[src/rtl/fm_radio_enable_seq.sv]
// Reset/enable sequencer for the FM radio IP with packet-aligned gating of its AXI-Stream output.
// Optional beat counter on pass_cnt when FM_RADIO_SEQ_PASS_CNT_EN is defined.
module fm_radio_enable_seq #(
   parameter int unsigned DATA_W       = 32,
   parameter int unsigned RST_CYCLES   = 16,
   parameter int unsigned WARMUP_BEATS = 1024
) (
   input  logic              ACLK,
   input  logic              ARESETN,
   input  logic [7:0]        cfg_enable,
   output logic              radio_rst_n,
   output logic              radio_en,
   input  logic [DATA_W-1:0] s_axis_tdata,
   input  logic              s_axis_tvalid,
   input  logic              s_axis_tlast,
   output logic              s_axis_tready,
   output logic [DATA_W-1:0] m_axis_tdata,
   output logic              m_axis_tvalid,
   output logic              m_axis_tlast,
   input  logic              m_axis_tready,
   output logic [2:0]        seq_state,
   output logic [31:0]       pass_cnt
);

   localparam int unsigned TMR_W  = (RST_CYCLES > 1) ? $clog2(RST_CYCLES) : 1;
   localparam int unsigned WCNT_W = $clog2(WARMUP_BEATS + 1);
   localparam logic [TMR_W-1:0]  TMR_LAST = TMR_W'(RST_CYCLES - 1);
   localparam logic [WCNT_W-1:0] WCNT_MAX = WCNT_W'(WARMUP_BEATS);

   typedef enum logic [2:0] {
      ST_OFF    = 3'd0,
      ST_RESET  = 3'd1,
      ST_WARMUP = 3'd2,
      ST_RUN    = 3'd3,
      ST_DRAIN  = 3'd4
   } state_e;

   state_e            state_q, state_d;
   logic [TMR_W-1:0]  timer_q, timer_d;
   logic [WCNT_W-1:0] wcnt_q, wcnt_d, wcnt_inc;
   logic              in_pkt_q, in_pkt_d;
   logic              radio_rst_n_q, radio_rst_n_d;
   logic              radio_en_q, radio_en_d;

   logic cfg_run, cfg_force, passthru, s_hs, m_hs;
   logic unused_cfg;

   assign cfg_run    = cfg_enable[0];
   assign cfg_force  = cfg_enable[1];
   assign unused_cfg = ^cfg_enable[7:2];

   // Zero-latency passthrough in RUN/DRAIN; WARMUP sinks and discards beats.
   assign passthru      = (state_q == ST_RUN) || (state_q == ST_DRAIN);
   assign s_axis_tready = passthru ? m_axis_tready : (state_q == ST_WARMUP);
   assign m_axis_tvalid = passthru & s_axis_tvalid;
   assign m_axis_tlast  = passthru & s_axis_tlast;
   assign m_axis_tdata  = passthru ? s_axis_tdata : '0;

   assign s_hs = s_axis_tvalid & s_axis_tready;
   assign m_hs = m_axis_tvalid & m_axis_tready;

   always_comb begin
      state_d  = state_q;
      timer_d  = timer_q;
      wcnt_d   = wcnt_q;
      in_pkt_d = in_pkt_q;
      wcnt_inc = (wcnt_q >= WCNT_MAX) ? WCNT_MAX : wcnt_q + WCNT_W'(1);

      if (s_hs) begin
         in_pkt_d = ~s_axis_tlast;
      end

      case (state_q)
         ST_OFF: begin
            if (cfg_run) state_d = ST_RESET;
         end
         ST_RESET: begin
            // The radio restarts from reset, so any partial packet is gone.
            in_pkt_d = 1'b0;
            if (timer_q == TMR_LAST) begin
               state_d = cfg_run ? ST_WARMUP : ST_OFF;
            end else begin
               timer_d = timer_q + TMR_W'(1);
            end
         end
         ST_WARMUP: begin
            if (!cfg_run) begin
               state_d = ST_OFF;
            end else begin
               if (s_hs) wcnt_d = wcnt_inc;
               if (s_hs && s_axis_tlast && (wcnt_inc >= WCNT_MAX)) begin
                  state_d = ST_RUN;
               end else if (!s_hs && !in_pkt_q && (wcnt_q >= WCNT_MAX)) begin
                  state_d = ST_RUN;
               end
            end
         end
         ST_RUN: begin
            // Post-handshake packet state decides: a beat starting a packet now must finish it.
            if (!cfg_run) state_d = in_pkt_d ? ST_DRAIN : ST_OFF;
         end
         ST_DRAIN: begin
            if (s_hs && s_axis_tlast) state_d = ST_OFF;
         end
         default: state_d = ST_OFF;
      endcase

      if (cfg_force) state_d = ST_RESET;

      if (state_d != state_q) begin
         timer_d = '0;
         wcnt_d  = '0;
      end
      if (cfg_force) timer_d = '0;

      radio_rst_n_d = (state_d == ST_WARMUP) || (state_d == ST_RUN) || (state_d == ST_DRAIN);
      radio_en_d    = radio_rst_n_d;
   end

   always_ff @(posedge ACLK or negedge ARESETN) begin
      if (!ARESETN) begin
         state_q       <= ST_OFF;
         timer_q       <= '0;
         wcnt_q        <= '0;
         in_pkt_q      <= 1'b0;
         radio_rst_n_q <= 1'b0;
         radio_en_q    <= 1'b0;
      end else begin
         state_q       <= state_d;
         timer_q       <= timer_d;
         wcnt_q        <= wcnt_d;
         in_pkt_q      <= in_pkt_d;
         radio_rst_n_q <= radio_rst_n_d;
         radio_en_q    <= radio_en_d;
      end
   end

   assign radio_rst_n = radio_rst_n_q;
   assign radio_en    = radio_en_q;
   assign seq_state   = state_q;

`ifdef FM_RADIO_SEQ_PASS_CNT_EN
   logic [31:0] pass_cnt_q, pass_cnt_d;

   // Cleared on RESET entry; a beat forwarded in that same cycle belongs to the old session.
   always_comb begin
      pass_cnt_d = pass_cnt_q;
      if ((state_d == ST_RESET) && (state_q != ST_RESET)) begin
         pass_cnt_d = 32'h0;
      end else if (m_hs) begin
         pass_cnt_d = pass_cnt_q + 32'd1;
      end
   end

   always_ff @(posedge ACLK or negedge ARESETN) begin
      if (!ARESETN) begin
         pass_cnt_q <= 32'h0;
      end else begin
         pass_cnt_q <= pass_cnt_d;
      end
   end

   assign pass_cnt = pass_cnt_q;
`else
   logic unused_m_hs;
   assign unused_m_hs = m_hs;
   assign pass_cnt    = 32'h0;
`endif

endmodule

[config.mk]
export PLATFORM = sky130hd
export DESIGN_NAME = fm_radio_enable_seq
export DESIGN_NICKNAME = d
export VERILOG_FILES = /design/src/rtl/fm_radio_enable_seq.sv
export SDC_FILE = /design/constraint.sdc
export NUM_CORES = 1
export LEC_CHECK = 0
export ABC_AREA = 1
export CELL_PAD_IN_SITES_DETAIL_PLACEMENT = 2
export CELL_PAD_IN_SITES_GLOBAL_PLACEMENT = 2
export CORE_MARGIN = 3
export CORE_UTILIZATION = 17
export DETAILED_ROUTE_END_ITERATION = 10
export GPL_TIMING_DRIVEN = 1
export MAX_ROUTING_LAYER = met4
export PLACE_DENSITY_LB_ADDON = 0.12
export SETUP_SLACK_MARGIN = 0.5
export SLEW_MARGIN = 5
export SYNTH_ARGS = -nofsm -noshare
export SYNTH_HDL_FRONTEND = slang
export SYNTH_SLANG_ARGS = --single-unit
[constraint.sdc]
create_clock -name ACLK -period 2.25 [get_ports ACLK]
set_input_delay 0.45 -clock ACLK [delete_from_list [all_inputs] [get_ports ACLK]]
set_output_delay 0.45 -clock ACLK [all_outputs]
set_load 0.005 [all_outputs]
==> results of run 1 <==
[worst register-to-register path, cell delays in order (launching register included)]
cell and delay, ps:
sky130_fd_sc_hd__dfrtp_2 460, sky130_fd_sc_hd__o21ai_4 210, sky130_fd_sc_hd__buf_6 130, sky130_fd_sc_hd__nand3_4 60
sky130_fd_sc_hd__nand2_4 100, sky130_fd_sc_hd__nand2_4 70, sky130_fd_sc_hd__nand2_4 70, sky130_fd_sc_hd__nand3_2 60
sky130_fd_sc_hd__nand2_2 90, sky130_fd_sc_hd__nand2_4 60, sky130_fd_sc_hd__a21oi_4 180, sky130_fd_sc_hd__nand3_4 130
sky130_fd_sc_hd__buf_12 190, sky130_fd_sc_hd__nor2_4 80
[path summary, 6_finish.rpt]
path,startpoint,to,slack [ps],depth (start not counted)
worst max-delay path,seq_state[0],m_axis_tdata[29],260,6
worst min-delay path,ARESETN,wcnt_q[1],520,2
worst max register to register,seq_state[0],wcnt_q[2],320,13
worst min register to register,wcnt_q[5],wcnt_q[5],630,2
max in group asynchronous,ARESETN,seq_state[1],1470,2
min in group ACLK,wcnt_q[5],wcnt_q[5],630,2
[layout by cell type (no fill, tap or decap), types with 5 or more instances in the layout]
cell,netlist,final
sky130_fd_sc_hd__clkdlybuf4s50_1,0,40
sky130_fd_sc_hd__nand2_4,1,6
sky130_fd_sc_hd__dfrtp_2,0,5
sky130_fd_sc_hd__inv_1,55,52
sky130_fd_sc_hd__buf_6,1,19
sky130_fd_sc_hd__nand2_1,29,21
sky130_fd_sc_hd__a21oi_1,11,10
sky130_fd_sc_hd__nand3_1,14,10
sky130_fd_sc_hd__nand4_1,6,6
sky130_fd_sc_hd__buf_4,33,16
sky130_fd_sc_hd__dfrtp_1,20,15
sky130_fd_sc_hd__nor2_1,50,18
sky130_fd_sc_hd__conb_1,1,32
sky130_fd_sc_hd__nand2_2,3,6
sky130_fd_sc_hd__buf_2,0,21
sky130_fd_sc_hd__nor2_4,0,34
sky130_fd_sc_hd__buf_16,0,5
sky130_fd_sc_hd__nor2_2,11,9
sky130_fd_sc_hd__o21ai_0,10,8
[routing by layer]
layer	up-vias	global-route usage, %	share of wire, %
li1	980	-	-
met1	970	13.6	39
met2	87	22.7	50
met3	6	5.46	10
met4	0	3.52	1.1
met5	-	-	0
[logic make-up after synthesis]
kind of cell | Yosys count | share of synthesized area (%)
adder cells (fa/ha/maj) | 3 | 2.13
XOR/XNOR | 3 | 1.49
AND/OR/NAND/NOR | 127 | 33.1
buffers and inverters | 95 | 27.7
AO/OA/AOI/OAI | 24 | 7.09
other | 1 | 0.213
flip-flops | 20 | 28.4
[report_power, final]
group	switching [W]	internal (W)
clock	0.000145	0.000157
sequential	0.00000438	0.000364
combinational	0.0000637	0.0000723
total	0.000213	0.000592
[state kept, by name, indices dropped and copies added (netlist names)]
name       cells
seq_state      3
wcnt_q        11
in_pkt_q       1
radio_en       1
timer_q        4
[what timing repair did]
action / CTS / global route
endpoints found under the setup margin: 52 / 54
buffers inserted: 18 / 1
pin swaps: 4 / 9
resized for setup: 205 / 64
cloned: 5 / 0
[through the flow]
stage	power [W]	cell area, um^2	setup WS (ps)	std cells
2_1_floorplan	0.000449	1880	630	304
3_3_place_gp	0.000492	2650	99.2	486
3_5_place_dp	0.000495	2650	72.8	486
4_1_cts	0.000810	3140	235	513
5_1_grt	0.000841	3350	175	514
6_report	0.000805	3350	258	514
[layout make-up]
class | count | area (um^2)
clock buffers | 4 | 55.1
well taps | 133 | 166
inverters | 56 | 213
multi-input cells | 189 | 1280
fillers | 1161 | 6560
repair buffers | 112 | 1130
flip-flops and latches | 20 | 507
==> metrics.log, run 1 <==
[metrics] status: complete, no violations
[metrics] NumNets Final: 430
[metrics] main flop type after synthesis: sky130_fd_sc_hd__dfrtp_1
[metrics] CTS tree: yes
[metrics] final weighted congestion in routability-driven placement: 0.744
[metrics] clock latency reported for the late side of the worst-skew pair: 270 ps
[metrics] critical-path cell list: o21ai_4 -> nand2_4 -> buf_6 -> buf_16 -> nor2_4 -> buf_6
[metrics] kind of cell with the highest combined delay on the critical path: flip-flops
[metrics] per-cell routed wire length: 14.3 um
[metrics] critical path arrival: 1540 ps
[metrics] residual overflow from global routing: 0
[metrics] number of CTS-inserted buffers: 3
[metrics] sequential-to-total area share from yosys stat: 28.4%
[metrics] Worst-path clk slew: 90 ps
[metrics] # rows: 36
[metrics] H-tree levels: 1
[metrics] post-detailed-route count of antenna-violating nets: 0
[metrics] drt drc: 0
[metrics] share of the synthesized area in the top cell type: 28.4%
[metrics] Die Span Y: 108 um
[metrics] total number of yosys warnings: 0
[metrics] via count of the first global-routing pass: 2308
[metrics] type of the tightest min-delay check: in2async
[metrics] leading cell type by number of instances after synthesis: sky130_fd_sc_hd__inv_1
[metrics] maxcap violations: 0
[metrics] Top-Level Pins: 117
[metrics] post-route clock period utilization: 88.5%
[metrics] starting density of the core: 17.8%
[metrics] worst-path maximum fanout: 8
[metrics] Post-Synthesis Mean Instance Area: 6.46 um^2
[metrics] time the worst path needs with I/O delays and setup: 1990 ps
[metrics] first-iteration detailed-routing DRC count: 34
[metrics] count of final max-slew check failures: 0
[metrics] Buffers & Inverters on Critical Path: 3
[metrics] x dimension of the die: 108 um
[metrics] endpoint class of the critical path: output pin
[metrics] final core utilization: 33.8%
[metrics] Antenna diodes: 0
[metrics] Achievable Freq: 502 MHz
[metrics] worst hold slack: 525 ps
[metrics] number of distinct library cells after synthesis: 26
[metrics] maximum vdd drop: 0.000152 V
[metrics] total die area: 11600 um^2
[metrics] # port buffers: 78
[metrics] core area: 9910 um^2
[metrics] Power Density: 240 nW/um^2
[metrics] setup_tns: 0 ps
[metrics] number of antenna violations at the first check in global routing: 0
[metrics] half-perimeter wire length after placement: 5300 um
[metrics] final hold violations: 0
[metrics] CP startpoint kind: register
[metrics] Post-synth EDFFs: 0
[metrics] total detailed-routing wirelength: 7350 um
[metrics] data required time at the worst endpoint: 1800 ps
[metrics] clock tree root buffer cell: sky130_fd_sc_hd__clkbuf_8
[metrics] register bit count reported by yosys: 20
[metrics] routed via count divided by cell count: 3.97
[metrics] Post-CTS Hold Buffers: 0
[metrics] area of the mapped netlist: 1760 um^2
[metrics] pin count of the biggest net entering global routing: 21
[metrics] clk sink count: 20
[metrics] cell count after synthesis: 273
[metrics] drt pass-1 iters: 4
[metrics] synth top area cells: sky130_fd_sc_hd__dfrtp_1 28%, sky130_fd_sc_hd__buf_4 14%, sky130_fd_sc_hd__inv_1 12%
[metrics] synth cell count leaders: 55 x sky130_fd_sc_hd__inv_1, 50 x sky130_fd_sc_hd__nor2_1, 33 x sky130_fd_sc_hd__buf_4
[metrics] wire length of the first global-routing pass: 11400 um
[metrics] global router's overall resource usage: 13.1%
[metrics] setup violators final: 0
[metrics] most area-hungry cell type in the Yosys netlist: sky130_fd_sc_hd__dfrtp_1
[metrics] worst-path cell with the longest stage delay: sky130_fd_sc_hd__dfrtp_2
[metrics] kind of critical path: reg2out
[metrics] standby leakage power: 1.61 nW
[metrics] maximum cell stage delay along the critical path: 460 ps
[metrics] unrepaired setup endpoints after global routing: true
[metrics] Critical Path Most Common Cell: sky130_fd_sc_hd__buf_6
[metrics] buffers from clock root to sink, at most: 2
[metrics] ratio of cells with drive above 1 in the final layout: 40.4%
[metrics] Area growth, synth to finish: 89.9%
[metrics] worst clock skew on the final layout: 1.48 ps
[metrics] total vias in the final route: 2043
[metrics] async set-or-reset flop fraction in the synthesized netlist: 100%
(Power assumes the default switching activity.)
==> run 2, diff against run 1 <==
- CTS_CLUSTER_DIAMETER: default -> 50
==> results of run 2 <==
No change in the layout: final DEF, timing and power equal those of run 1.
